### config.mk
export PLATFORM = sky130hd
export DESIGN_NAME = four_bit_divider
export DESIGN_NICKNAME = d
export VERILOG_FILES = /design/src/rtl/four_bit_divider.sv
export SDC_FILE = /design/constraint.sdc
export NUM_CORES = 1
export LEC_CHECK = 0
export ABC_CLOCK_PERIOD_IN_PS = 5800
export BUFFER_PORTS_ARGS = -buffer_cell sky130_fd_sc_hd__buf_2
export CAP_MARGIN = 20
export CORE_UTILIZATION = 55
export DETAILED_ROUTE_END_ITERATION = 10
export MAX_ROUTING_LAYER = met4
export PLACE_DENSITY = 0.9
export SLEW_MARGIN = 5
export SYNTH_ARGS = -nofsm -noshare
export SYNTH_HDL_FRONTEND = slang
export SYNTH_SLANG_ARGS = --single-unit
### constraint.sdc
create_clock -name clk -period 5.8 [get_ports clk]
set_clock_uncertainty 0.2 [all_clocks]
set_input_delay 0.29 -clock clk [delete_from_list [all_inputs] [get_ports clk]]
set_output_delay 0.29 -clock clk [all_outputs]
set_load 0.03 [all_outputs]
### src/rtl/four_bit_divider.sv
`default_nettype none
// ============================================================================
//  Module      : four_bit_divider
//  Description : Sequential restoring divider. Divides an 8-bit dividend by a
//                4-bit divisor and produces one quotient bit per clock. Uses a
//                start/busy/done handshake. A zero divisor completes on the
//                accepting edge with a saturated quotient.
//  Revision    : 1.0 - initial release
// ============================================================================
module four_bit_divider (
    input  logic       clk,
    input  logic       rst_n,
    input  logic       start,
    input  logic [7:0] dividend,
    input  logic [3:0] divisor,
    output logic [7:0] quotient,
    output logic [3:0] remainder,
    output logic       div_by_zero,
    output logic       busy,
    output logic       done
);

    typedef enum logic [1:0] {
        S_IDLE = 2'd0,
        S_RUN  = 2'd1,
        S_DONE = 2'd2
    } state_t;

    state_t     state_q, state_d;
    logic [4:0] rem_q,   rem_d;     // partial remainder R
    logic [7:0] shf_q,   shf_d;     // dividend shifting out, quotient shifting in
    logic [3:0] dvs_q,   dvs_d;     // captured divisor V
    logic [2:0] cnt_q,   cnt_d;     // iteration counter
    logic [7:0] quot_q,  quot_d;
    logic [3:0] remo_q,  remo_d;
    logic       dbz_q,   dbz_d;

    // One restoring step: shift in the next dividend bit, subtract if it fits.
    logic [4:0] w_trial;
    logic [4:0] w_diff;
    logic       w_fits;
    logic [4:0] w_new_rem;
    logic [7:0] w_new_shf;

    // Datapath for a single iteration, evaluated from the current registers.
    always_comb begin
        w_trial   = {rem_q[3:0], shf_q[7]};
        w_fits    = (w_trial >= {1'b0, dvs_q});
        w_diff    = w_trial - {1'b0, dvs_q};
        w_new_rem = w_fits ? w_diff : w_trial;
        w_new_shf = {shf_q[6:0], w_fits};
    end

    // Next-state and register-update logic; results only move on completion.
    always_comb begin
        state_d = state_q;
        rem_d   = rem_q;
        shf_d   = shf_q;
        dvs_d   = dvs_q;
        cnt_d   = cnt_q;
        quot_d  = quot_q;
        remo_d  = remo_q;
        dbz_d   = dbz_q;
        case (state_q)
            S_IDLE: begin
                if (start) begin
                    if (divisor == 4'd0) begin
                        // Zero divisor finishes immediately with a saturated quotient.
                        quot_d  = 8'hFF;
                        remo_d  = dividend[3:0];
                        dbz_d   = 1'b1;
                        state_d = S_DONE;
                    end else begin
                        rem_d   = 5'd0;
                        shf_d   = dividend;
                        dvs_d   = divisor;
                        cnt_d   = 3'd0;
                        state_d = S_RUN;
                    end
                end
            end
            S_RUN: begin
                rem_d = w_new_rem;
                shf_d = w_new_shf;
                cnt_d = cnt_q + 3'd1;
                if (cnt_q == 3'd7) begin
                    quot_d  = w_new_shf;
                    remo_d  = w_new_rem[3:0];
                    dbz_d   = 1'b0;
                    state_d = S_DONE;
                end
            end
            // DONE lasts one cycle and does not accept a new request.
            S_DONE:  state_d = S_IDLE;
            default: state_d = S_IDLE;
        endcase
    end

    // State and datapath registers with synchronous active-low reset.
    always_ff @(posedge clk) begin
        if (!rst_n) begin
            state_q <= S_IDLE;
            rem_q   <= 5'd0;
            shf_q   <= 8'd0;
            dvs_q   <= 4'd0;
            cnt_q   <= 3'd0;
            quot_q  <= 8'd0;
            remo_q  <= 4'd0;
            dbz_q   <= 1'b0;
        end else begin
            state_q <= state_d;
            rem_q   <= rem_d;
            shf_q   <= shf_d;
            dvs_q   <= dvs_d;
            cnt_q   <= cnt_d;
            quot_q  <= quot_d;
            remo_q  <= remo_d;
            dbz_q   <= dbz_d;
        end
    end

    assign quotient    = quot_q;
    assign remainder   = remo_q;
    assign div_by_zero = dbz_q;
    assign busy        = (state_q != S_IDLE);
    assign done        = (state_q == S_DONE);

endmodule
`default_nettype wire

-- After elaboration in Yosys (flattened, before gate mapping)
Cells that the tools add are included.
- register bits: 34
- bits in latches: 0
- RAM bits: 0
- memory bits (read-only): 0
- input bits: 15
- output and inout bits: 15
- word-level logic and storage cells: 53
- memories kept: 0
- $add $sub $neg: 2
- multipliers: 0
- divide/modulo/power cells: 0
- $lt $le $gt $ge: 1
- equality and inequality tests: 7
- shifts and indexed selects: 0
- mux-type cells: 26
- bitwise gates (word level): 1
- reduce and logical (&&, ||, !) cells: 8
- operators by type and width (kind ; count):
    $mux 8 ; 5
    $pmux 8 s2 ; 2
    $mux 4 ; 6
    $pmux 4 s2 ; 2
    $ne 2x2->1 const B ; 4
    $mux 2 ; 3
    $mux 3 ; 2
    $pmux 3 s2 ; 1
    $reduce_and 3->1 ; 2
    $ge 5x4->1 ; 1
    $logic_not 4->1 ; 1
    $pmux 2 s2 ; 1
    $reduce_and 4->1 ; 1
    $reduce_bool 2->1 ; 2
    $sub 4x4->4 ; 1
    $add 3x1->3 const B ; 1
    $eq 3x3->1 const B ; 1
    $mux 1 ; 3
    $eq 2x1->1 const B ; 1
    $eq 2x2->1 const B ; 1
    $logic_not 2->1 ; 1
    $pmux 1 s2 ; 1
    $reduce_and 2->1 ; 1
    $not 1->1 ; 1

-- Logic depth before layout (Yosys ltp)
- depth after elaboration: 4
- mapped depth: 7
- gate-level depth less buffers: 7

-- Least setup slack after synthesis
No wires, ideal clock.
- path type: input -> register
- from: input divisor[3]
- to: register remo_q[3], in the netlist remainder[3]
- data arrival time: 1.974 ns
- path slack: 3.510 ns
- cell stages on the path: 5
- cell sequence: or4_4 or3b_4 a21oi_4 mux2_1 a22o_1
- word-level cells in the longest chain between the ends: 3
- RTL lines (item ; line ; source):
    start: declaration ; 15 ; input logic [3:0] divisor,
    $logic_not 4->1 ; 67 ; if (divisor == 4'd0) begin
    $ne 2x2->1 (no source line) ; - ;
    $reduce_and 4->1 (no source line) ; - ;
    end signal: assignment ; 117 ; remo_q <= remo_d;
    end: declaration ; 35 ; logic [3:0] remo_q, remo_d;
No other way between the ends.
A chain may end at the register's enable or synchronous reset.

-- Final worst setup path
Ends and elaborated chain as after synthesis.

==> results.json <==
{
  "status": "finished with violations",
  "violations": "negative hold slack",
  "gr-total-overflow": 0,
  "n_antenna_cell": 0,
  "final_cells": 234,
  "cts_buffers": 5,
  "cts_setup_buffers": 0,
  "final_antenna_net_count": 0,
  "hold_viol": 2,
  "critical_path_peak_fanout": 18,
  "grt_pass1_vias": 1336,
  "setup_violations": 0,
  "num_vias": 1420,
  "worst_pin_slew_ns": 1.018,
  "fin_hold_ws_ns": -0.002283,
  "grt_first_pass_wirelength_mm": 5.816,
  "layout.nets": 225,
  "synth_warnings": 0,
  "critPathMaxStageDelay_ns": 0.54,
  "row_count": 18,
  "hold_path.class": "in2reg",
  "track_usage": 0.2861,
  "ir_worst_vdd_mv": 0.2203,
  "required_ns": 5.85,
  "p_per_area_mw_per_mm2": 290.5,
  "die_h_um": 54.99,
  "worstPathCellList": "buf_2, or4_4, or3b_4, a21oi_4, mux2_1, a22o_1",
  "maxSlewHeadroom": 0.3188,
  "numPortBuffers": 29,
  "fillers": 208,
  "drc": 0,
  "syn_inst": 173,
  "dpl.hpwl_mm": 2.471,
  "core_area_sq_mm": 0.002567,
  "ys_ff_latch": 34,
  "critPathArrivalTime_ns": 2.37,
  "syn_to_final_growth_pct": 15.72,
  "synthTopCellsByArea": "dfxtp_1, nand2_1, o221a_2, ha_1, a21oi_1",
  "start_util": 0.6014,
  "grt_max_degree": 19,
  "io_pins": 30,
  "async_flop_share": 0,
  "clk_pin_slew_worst_paths_ns": 0.10,
  "post-route-period-util": 0.3999,
  "crit_family": "simple AND/OR/NAND/NOR gates",
  "dp.cells": 224,
  "drt-pass1-iter-count": 5,
  "clock_path_buffers": 2,
  "synthFlopType": "dfxtp_1",
  "die_area_sq_mm": 0.003023,
  "final.setup.tns_ns": 0,
  "viasPerCell": 6.068,
  "clk_latency_ns": 0.35,
  "synth.most_common_cell": "dfxtp_1",
  "syn_avg_cell_area_sq_um": 8.925,
  "max_cap_violations": 0,
  "maxSlewViolCount": 0,
  "leakage_nw": 0.7601,
  "wirelength_mm": 3.576,
  "crit_type": "in2reg",
  "crit_slowest_cell": "or4_4",
  "synth_common_cells": "dfxtp_1, nand2_1, nor2_1, a21oi_1, inv_1",
  "globalplace.congestion": 0.8670,
  "syn_area_sq_mm": 0.001544,
  "die_w_um": 54.99,
  "synthesis.nets": 195,
  "synth_cell_types": 40,
  "tritoncts": "done",
  "drt_iter0_markers": 41,
  "synth_edf_count": 0,
  "max_freq_ghz": 0.4311,
  "root_buffer": "clkbuf_4",
  "path_buf_inv": 1,
  "synth_top_area_frac": 0.4408,
  "rsz0062_at_grt": "false",
  "wire_per_inst_um": 15.28,
  "end_kind": "flop",
  "yosysSeqAreaShare": 0.4408,
  "finalCriticalPeriod_ns": 2.320,
  "drive_above_1_share": 0.2402,
  "cts.sink_count": 34,
  "h-tree-depth": 2,
  "synth_largest_area_cell": "dfxtp_1",
  "antenna_found_initial": 0,
  "start_kind": "input port"
}
==> power by group <==
group          internal [mW]  switching (mW)
clock network         0.0914          0.0808
logic                 0.0339          0.0562
registers              0.246          0.0105
==> routing by layer <==
metal | wire length (um) | GRT usage
met3 | 254 | 0.09290
met4 | 48 | 0.09167
met1 | 1563 | 0.3126
met5 | 0 | -
met2 | 1710 | 0.4900
==> cells by family after synthesis <==
kind of cell               after synthesis  synth area share
adders and majority gates                7           0.06159
muxes                                    1          0.007293
DFF                                     34            0.4408
buffers and inverters                   18           0.04943
AOI/OAI and AO/OA                       52            0.2528
xor gates and xnor gates                 1          0.005674
and+or+nand+nor                         60            0.1823
==> registers in the layout (all words and copies together) (netlist names) <==
signal       cells
cnt_q            3
div_by_zero      1
dvs_q            4
quotient         8
rem_q            4
remainder        4
shf_q            8
state_q          2
==> tightest hold or removal path, stage by stage <==
cell     delay, ns
buf_2         0.11
nand3_1       0.06
a21oi_1       0.05
==> final cells by class <==
type	instances	area, sq um	area share
Tap cell	30	37.54	0.02101
Timing Repair Buffer	32	172.7	0.09664
Clock buffer	7	45.04	0.02521
Clock inverter	1	30.03	0.01681
Multi-Input combinational cell	121	787.0	0.4405
Inverter	9	33.78	0.01891
Sequential cell	34	680.7	0.3810
==> layout by cell type, fill, tap and decap left out, types with 6 or more instances in the layout <==
master / n
dfxtp_1: 34
buf_2: 29
nand2_1: 25
nor2_1: 14
a21oi_1: 11
inv_1: 8
nand3_1: 7
o221a_2: 7
a31oi_1: 6
a311oi_1: 6
ha_1: 6
==> repair_timing <==
action | 4_1_cts | 5_1_grt
resized for setup | 0 | 0
hold endpoints to repair | 1 | 1
hold buffers | 1 | 1
==> final timing paths <==
check,start,endpoint,slack [ns],depth (start not counted)
max,divisor[3],remainder[3],3.48,6
min,divisor[1],dvs_q[1],-0.002,3
min reg2reg,dvs_q[2],dvs_q[2],0.26,2
max reg2reg,dvs_q[1],remainder[2],3.58,7
==> per-stage QoR <==
step           setup slack [ns]  utilization  power, mW  cell area, sq um
2_1_floorplan             3.510            -     0.3248              1544
5_1_grt                   3.425       0.6959     0.5371              1787
6_report                  3.480       0.6959     0.5190              1787
4_1_cts                   3.482       0.6920     0.5148              1777
3_5_place_dp              3.126       0.6589     0.3483              1692
3_3_place_gp              3.201       0.6589     0.3441              1692
No activity file was read; power rests on OpenSTA's default activity.
